File: src/rtl/fir_filter_tdm_multichannel.sv
// Time-multiplexed multi-channel FIR: one MAC pipeline serves CHANNELS histories with shared coefficients.
// Define FIR_SATURATE_EN to clamp the shifted accumulator instead of wrapping it to DATA_WIDTH bits.
module fir_filter_tdm_multichannel #(
  parameter int DATA_WIDTH = 24,
  parameter int COEF_WIDTH = 18,
  parameter int FIR_DEPTH  = 16,
  parameter int CHANNELS   = 2,
  parameter int OUT_SHIFT  = 17,
  localparam int CH_W      = (CHANNELS > 1) ? $clog2(CHANNELS) : 1,
  localparam int TAP_W     = $clog2(FIR_DEPTH)
) (
  input  logic                         i_clk,
  input  logic                         i_rst_n,
  input  logic                         i_en,
  input  logic signed [DATA_WIDTH-1:0] iv_din,
  input  logic        [CH_W-1:0]       iv_din_ch,
  input  logic                         i_din_valid,
  output logic                         o_din_ready,
  output logic signed [DATA_WIDTH-1:0] ov_dout,
  output logic        [CH_W-1:0]       ov_dout_ch,
  output logic                         o_dout_valid,
  input  logic                         i_dout_ready,
  input  logic                         i_coef_we,
  input  logic        [TAP_W-1:0]      iv_coef_addr,
  input  logic signed [COEF_WIDTH-1:0] iv_coef_data
);

  localparam int PROD_W    = DATA_WIDTH + COEF_WIDTH;
  localparam int ACC_WIDTH = DATA_WIDTH + COEF_WIDTH + TAP_W;
  localparam int HIST_N    = CHANNELS * FIR_DEPTH;
  localparam int HIST_AW   = CH_W + TAP_W;
  localparam logic [CH_W:0] CH_LIMIT = (CH_W + 1)'(CHANNELS);

  typedef enum logic [2:0] {S_CLEAR, S_IDLE, S_WRITE, S_MAC, S_DRAIN, S_OUTPUT} state_t;

  state_t state, state_nxt;

  logic signed [COEF_WIDTH-1:0] coef_mem [FIR_DEPTH];
  logic signed [DATA_WIDTH-1:0] hist_mem [2**HIST_AW];
  logic        [TAP_W-1:0]      wr_ptr   [2**CH_W];

  logic [HIST_AW-1:0] clr_cnt;
  logic [TAP_W-1:0]   tap_cnt;
  logic               drain_cnt;
  logic               din_legal;
  logic               accept;
  logic               coef_we_ok;

  logic signed [DATA_WIDTH-1:0] smp_din;
  logic        [CH_W-1:0]       smp_ch;
  logic        [TAP_W-1:0]      base_ptr;
  logic        [HIST_AW-1:0]    rd_addr;

  logic signed [DATA_WIDTH-1:0] rd_p0;
  logic signed [COEF_WIDTH-1:0] coef_p0;
  logic                         vld_p0, first_p0, last_p0;
  logic signed [PROD_W-1:0]     prod_p1;
  logic                         vld_p1, first_p1, last_p1;
  logic signed [ACC_WIDTH-1:0]  acc_p2;
  logic                         vld_p2;

`ifdef FIR_SATURATE_EN
  localparam logic signed [ACC_WIDTH-1:0] OUT_MAX = ACC_WIDTH'({1'b0, {(DATA_WIDTH-1){1'b1}}});
  localparam logic signed [ACC_WIDTH-1:0] OUT_MIN = ~OUT_MAX;
`endif

  function automatic logic signed [DATA_WIDTH-1:0] reduce_out(input logic signed [ACC_WIDTH-1:0] acc);
`ifdef FIR_SATURATE_EN
    logic signed [ACC_WIDTH-1:0] sh;
    sh = acc >>> OUT_SHIFT;
    if (sh > OUT_MAX)      reduce_out = OUT_MAX[DATA_WIDTH-1:0];
    else if (sh < OUT_MIN) reduce_out = OUT_MIN[DATA_WIDTH-1:0];
    else                   reduce_out = sh[DATA_WIDTH-1:0];
`else
    reduce_out = DATA_WIDTH'(acc >>> OUT_SHIFT);
`endif
  endfunction

  assign o_din_ready = (state == S_IDLE);
  assign din_legal   = ({1'b0, iv_din_ch} < CH_LIMIT);
  assign accept      = (state == S_IDLE) && i_din_valid && din_legal;
  assign coef_we_ok  = i_coef_we && ((state == S_IDLE) || (state == S_CLEAR));
  assign rd_addr     = {smp_ch, base_ptr - tap_cnt};

  always_comb begin
    state_nxt = state;
    case (state)
      S_CLEAR:  if (clr_cnt == HIST_AW'(HIST_N - 1)) state_nxt = S_IDLE;
      S_IDLE:   if (accept) state_nxt = S_WRITE;
      S_WRITE:  state_nxt = S_MAC;
      S_MAC:    if (tap_cnt == TAP_W'(FIR_DEPTH - 1)) state_nxt = S_DRAIN;
      S_DRAIN:  if (drain_cnt) state_nxt = S_OUTPUT;
      S_OUTPUT: if (o_dout_valid && i_dout_ready) state_nxt = S_IDLE;
      default:  state_nxt = S_CLEAR;
    endcase
  end

  always_ff @(posedge i_clk or negedge i_rst_n) begin
    if (!i_rst_n) begin
      state        <= S_CLEAR;
      clr_cnt      <= '0;
      tap_cnt      <= '0;
      drain_cnt    <= 1'b0;
      for (int i = 0; i < 2**CH_W; i++) wr_ptr[i] <= '0;
      vld_p0       <= 1'b0;
      first_p0     <= 1'b0;
      last_p0      <= 1'b0;
      vld_p1       <= 1'b0;
      first_p1     <= 1'b0;
      last_p1      <= 1'b0;
      vld_p2       <= 1'b0;
      o_dout_valid <= 1'b0;
      ov_dout      <= '0;
      ov_dout_ch   <= '0;
    end else if (i_en) begin
      state     <= state_nxt;
      drain_cnt <= (state == S_DRAIN) ? ~drain_cnt : 1'b0;
      tap_cnt   <= (state == S_MAC) ? tap_cnt + TAP_W'(1) : '0;
      if (state == S_CLEAR) clr_cnt <= clr_cnt + HIST_AW'(1);
      if (state == S_WRITE) wr_ptr[smp_ch] <= wr_ptr[smp_ch] + TAP_W'(1);
      // p0: read issue -> history/coefficient registered
      vld_p0   <= (state == S_MAC);
      first_p0 <= (state == S_MAC) && (tap_cnt == '0);
      last_p0  <= (state == S_MAC) && (tap_cnt == TAP_W'(FIR_DEPTH - 1));
      // p1: product
      vld_p1   <= vld_p0;
      first_p1 <= first_p0;
      last_p1  <= last_p0;
      // p2: accumulator holds the final sum when vld_p2 is set
      vld_p2   <= last_p1;
      // output register, held until the consumer takes it
      if (vld_p2) begin
        o_dout_valid <= 1'b1;
        ov_dout      <= reduce_out(acc_p2);
        ov_dout_ch   <= smp_ch;
      end else if (o_dout_valid && i_dout_ready) begin
        o_dout_valid <= 1'b0;
      end
    end
  end

  // Data storage and datapath carry no reset; history is wiped by the CLEAR sweep instead.
  always_ff @(posedge i_clk) begin
    if (i_en) begin
      if (accept) begin
        smp_din <= iv_din;
        smp_ch  <= iv_din_ch;
      end
      if (coef_we_ok) coef_mem[iv_coef_addr] <= iv_coef_data;
      if (state == S_CLEAR) begin
        hist_mem[clr_cnt] <= '0;
      end else if (state == S_WRITE) begin
        hist_mem[{smp_ch, wr_ptr[smp_ch]}] <= smp_din;
        base_ptr <= wr_ptr[smp_ch];
      end
      rd_p0   <= hist_mem[rd_addr];
      coef_p0 <= coef_mem[tap_cnt];
      prod_p1 <= PROD_W'(rd_p0) * PROD_W'(coef_p0);
      if (vld_p1) acc_p2 <= first_p1 ? ACC_WIDTH'(prod_p1) : acc_p2 + ACC_WIDTH'(prod_p1);
    end
  end

endmodule
File: config.mk
export PLATFORM = sky130hd
export DESIGN_NAME = fir_filter_tdm_multichannel
export DESIGN_NICKNAME = d
export VERILOG_FILES = /design/src/rtl/fir_filter_tdm_multichannel.sv
export SDC_FILE = /design/constraint.sdc
export NUM_CORES = 2
export LEC_CHECK = 0
export BUFFER_PORTS_ARGS = -buffer_cell sky130_fd_sc_hd__buf_4
export CAP_MARGIN = 15
export CELL_PAD_IN_SITES_DETAIL_PLACEMENT = 0
export CELL_PAD_IN_SITES_GLOBAL_PLACEMENT = 1
export CORE_MARGIN = 1.5
export CORE_UTILIZATION = 59
export CTS_CLUSTER_DIAMETER = 100
export DETAILED_ROUTE_END_ITERATION = 8
export PLACE_DENSITY_LB_ADDON = 0.12
export RECOVER_POWER = 100
export SYNTH_ARGS = -nofsm -noshare
export SYNTH_HDL_FRONTEND = slang
export SYNTH_SLANG_ARGS = --single-unit
export TNS_END_PERCENT = 10
File: constraint.sdc
create_clock -name i_clk -period 10.77 [get_ports i_clk]
set_clock_uncertainty 0.15 [all_clocks]
set_input_delay 1.6155 -clock i_clk [delete_from_list [all_inputs] [get_ports i_clk]]
set_output_delay 1.6155 -clock i_clk [all_outputs]
set_load 0.02 [all_outputs]
==> run summary <==
The run gives 1583 as the number of slew-limit violations in the final report. Counting every instance in the synthesized netlist gives 4431. The area added between synthesis and finish is 9.38%. Counting flops with a built-in enable in the synthesized netlist gives 1209. The checks that failed: max-capacitance violations, max-slew violations.

The tools report the clock net sink count as 1263. The most critical setup path has its endpoint at rd_p0[23]. For the overall routing resource usage, the log shows 26.9%. The vertical die dimension is 336 µm. The die covers 0.113 mm². Clock-pin slew was measured on the worst setup and hold paths at 0.06 ns. In this run the worst hold path is classified as flop to flop.

At the later pin of the worst-skew pair, clock insertion delay measures 0.76 ns. TritonCTS built the clock tree. STA classifies the critical path startpoint as a flop.

80 I/O pins were placed. The flow ran to the end, but the final reports show violations. The number of DRC markers in iteration 0 is 3378.

The library cells used most frequently in the layout, excluding fill and tap cells, are sky130_fd_sc_hd__edfxtp_1 (1209), sky130_fd_sc_hd__nand2_1 (584), sky130_fd_sc_hd__inv_1 (528), sky130_fd_sc_hd__fa_1 (421), sky130_fd_sc_hd__mux4_2 (283). For this run, asynchronously set or reset flops after synthesis account for 4.28%. Counting I/O delays and the setup requirement, the final critical path takes 8.49 ns. The number of synthesized register bits is 1263. Broken down by cell family, the worst path's largest delay share belongs to adder cells. Leaving out fill and tap cells, the most frequent cell in the layout is sky130_fd_sc_hd__edfxtp_1. In the synthesized netlist the dominant register cell turns out to be sky130_fd_sc_hd__edfxtp_1. Summing every instance area after synthesis gives 0.0656 mm².

In this run the standard cell core region covers 0.111 mm². During synthesis, Yosys emitted a total of 0 warnings. The width of the die is 336 µm, and the count of TritonRoute iterations in the first routing pass is 7. The share of final-layout standard cells stronger than drive strength 1 came out at 13.0%. The largest individual stage delay along the critical path comes from the cell sky130_fd_sc_hd__dfrtp_1.

The logs give 0 for the number of post-CTS setup repair buffers and 122 for the number of standard-cell rows in the floorplan. Using the TritonRoute via totals, the vias-per-cell ratio works out to 5.92. The initial utilization of the core area, before any placement, comes to 59.4%.

Traced cell by cell, the critical path runs through ha_4, fa_1, clkbuf_2, mux4_2, nand2_1, nand3_1, nand3_1, o21ai_0. In the finished design, the share of the clock period the worst path needs comes to 78.8%. Final weighted congestion in routability-driven placement: 0.838. The count of buffer and inverter cells on the critical path is 1, and the post-DP HPWL is 93400 µm. STA puts the critical path data required time at 10.83 ns. The first global-routing pass estimated 226000 µm of wire. The count of final setup violators was 0. Data arrival time at the worst-slack endpoint: 8.55 ns. The run gives 2.28 ns as the worst reg-to-reg setup slack. The pin slew with the least headroom to its limit came out at 3.46 ns. Classification of the worst setup path: flop to flop. In this run the number of H-tree levels came out at 4. The initial antenna violation count was 5; the wire length per cell was 24.0 µm. The leftover overflow at the end of global routing is 0. Across all layers, the routed design uses 36192 vias. The worst pin sits at a relative slew slack of -130%. For the number of nets at the end of the flow, the log shows 5151.

The tools report the number of instances resized during post-cts repair as 0. The run gives 37044 as the via count of the first global-routing pass. The distinct cell type count of the synthesized netlist was 71. Setup repair after global routing left no endpoint under its margin. Most frequent cell on the critical path: sky130_fd_sc_hd__nand3_1. The number of hold buffers added after CTS was 0. After synthesis, the mean cell area works out to 14.8 µm².

The count of fill cells added during filler insertion is 8079. The tools report the type of element capturing the critical path as a flop. After layout, the worst setup slack is 2.28 ns.

Counting buffers and inverters, the worst setup path is 8 cells deep. The launch point of the worst reg-to-reg path was tap_cnt[0]. The logic depth of the worst register-to-register path was 8; the setup TNS was 0 ns. Entering global routing, the biggest net connects 96 pins. The endpoint identified for the worst register-to-register timing path is rd_p0[23]. The fmax came out at 118 MHz. The max-cap violation count came out at 57.

The delay of the slowest cell on the worst path works out to 2.35 ns. TritonCTS created 130 clock buffers. The root buffer cell was sky130_fd_sc_hd__clkbuf_16. Portion of the post-synthesis area used by sequential elements: 57.4%. Tracing the worst setup path back leads to its startpoint at tap_cnt[0]. For the number of antenna-violating nets in the routed design, the log shows 0. The port buffer count was 79; the total count of hold-check failures in the final report was 0. No sink is reached through more buffers than the 3 on the longest clock path. For this block, the routed nets add up to 147000 µm of wire. The run gives 5056 as the synthesized net count.

The tools report the post-placement worst setup slack as 3.45 ns. The number of remaining DRC errors is 0. The highest net fanout along the worst path is 56.
## metal layers
metal | global-route usage, % | share of wire (%) | vias up
li1 | - | - | 15913
met1 | 40.7 | 44 | 18775
met2 | 41.6 | 46 | 1303
met3 | 4.34 | 7.7 | 201
met4 | 6.43 | 2.0 | 0
met5 | 0 | 0 | -
## worst register-to-register path, delay by kind of cell (launching register included)
family | cells | cell delay (ns)
DFF | 1 | 2.35
buffers and inverters | 1 | 1.55
and+or+nand+nor | 3 | 0.49
AOI/OAI and AO/OA | 1 | 0.42
adders and majority gates | 2 | 2.55
muxes | 1 | 0.46
## per-stage QoR
stage                     hold slack (ns)  area (µm²)  cells  utilization (%)
final                               0.325       71800   6115             64.9
after global routing                0.350       71800   6113             64.9
after CTS                           0.326       72200   6097             65.3
after detailed placement            0.315       68100   5869             61.6
after global placement              0.310       68100   5869             61.6
after floorplan                     0.291       65600   4431                -
## worst min-delay path by stage
stage          startpoint         to  slack (ns)  cells past startpoint
4_1_cts         drain_cnt  drain_cnt        0.33                      1
2_1_floorplan   wr_ptr[4]  wr_ptr[4]        0.29                      1
3_3_place_gp    drain_cnt  drain_cnt        0.31                      1
3_5_place_dp    wr_ptr[6]  wr_ptr[6]        0.31                      1
5_1_grt         wr_ptr[6]  wr_ptr[6]        0.35                      1
6_report        wr_ptr[6]  wr_ptr[6]        0.32                      1
## flip-flops by register name, summed over array words and instances (netlist names), 3 cells and up
register  flops
clr_cnt       5
rd_p0        24
tap_cnt       4
hist_mem    768
wr_ptr        8
acc_p2       41
base_ptr      4
ov_dout      24
smp_din      24
state         3
coef_mem    288
coef_p0      18
prod_p1      41
## final cells by class
cell class | count | area, µm² | area share (%)
repair buffers | 172 | 862 | 1.20
inverters | 528 | 1980 | 2.76
clock buffers | 164 | 3440 | 4.80
multi-input cells | 2431 | 25300 | 35.3
well taps | 1488 | 1860 | 2.59
diodes | 5 | 12.5 | 0.0174
flip-flops and latches | 1263 | 37700 | 52.5
clock inverters | 64 | 639 | 0.891
## logic make-up (layout without fill, tap and decap cells)
group	Yosys count	count (layout)	share of synthesized area (%)
AO/OA/AOI/OAI	319	319	3.10
adder cells (fa/ha/maj)	572	572	15.7
other	0	5	0
buffers and inverters	737	928	4.24
multiplexers	327	327	10.5
flip-flops	1263	1263	57.4
XOR/XNOR	86	86	1.15
AND/OR/NAND/NOR	1127	1127	7.93
## synthesized netlist by cell type, drive strengths merged, types with 26 or more instances
library cell / number / area share [%]
fa: 421 / 13
nor2: 96 / 0.55
and2: 151 / 1.4
edfxtp: 1209 / 55
a21oi: 62 / 0.47
xor2: 32 / 0.43
and3: 36 / 0.34
nor2b: 26 / 0.25
mux2: 36 / 0.62
xnor2: 54 / 0.72
clkbuf: 171 / 0.98
nand2: 584 / 3.3
a21o: 44 / 0.51
mux4: 283 / 9.7
buf: 38 / 0.24
o21ai: 109 / 0.83
dfrtp: 54 / 2.1
inv: 528 / 3.0
ha: 151 / 2.9
nand3: 138 / 1.1
Power is left out: the tool's default activity adds up to more than one toggle a clock period on the data nets, which glitch-free logic cannot reach.
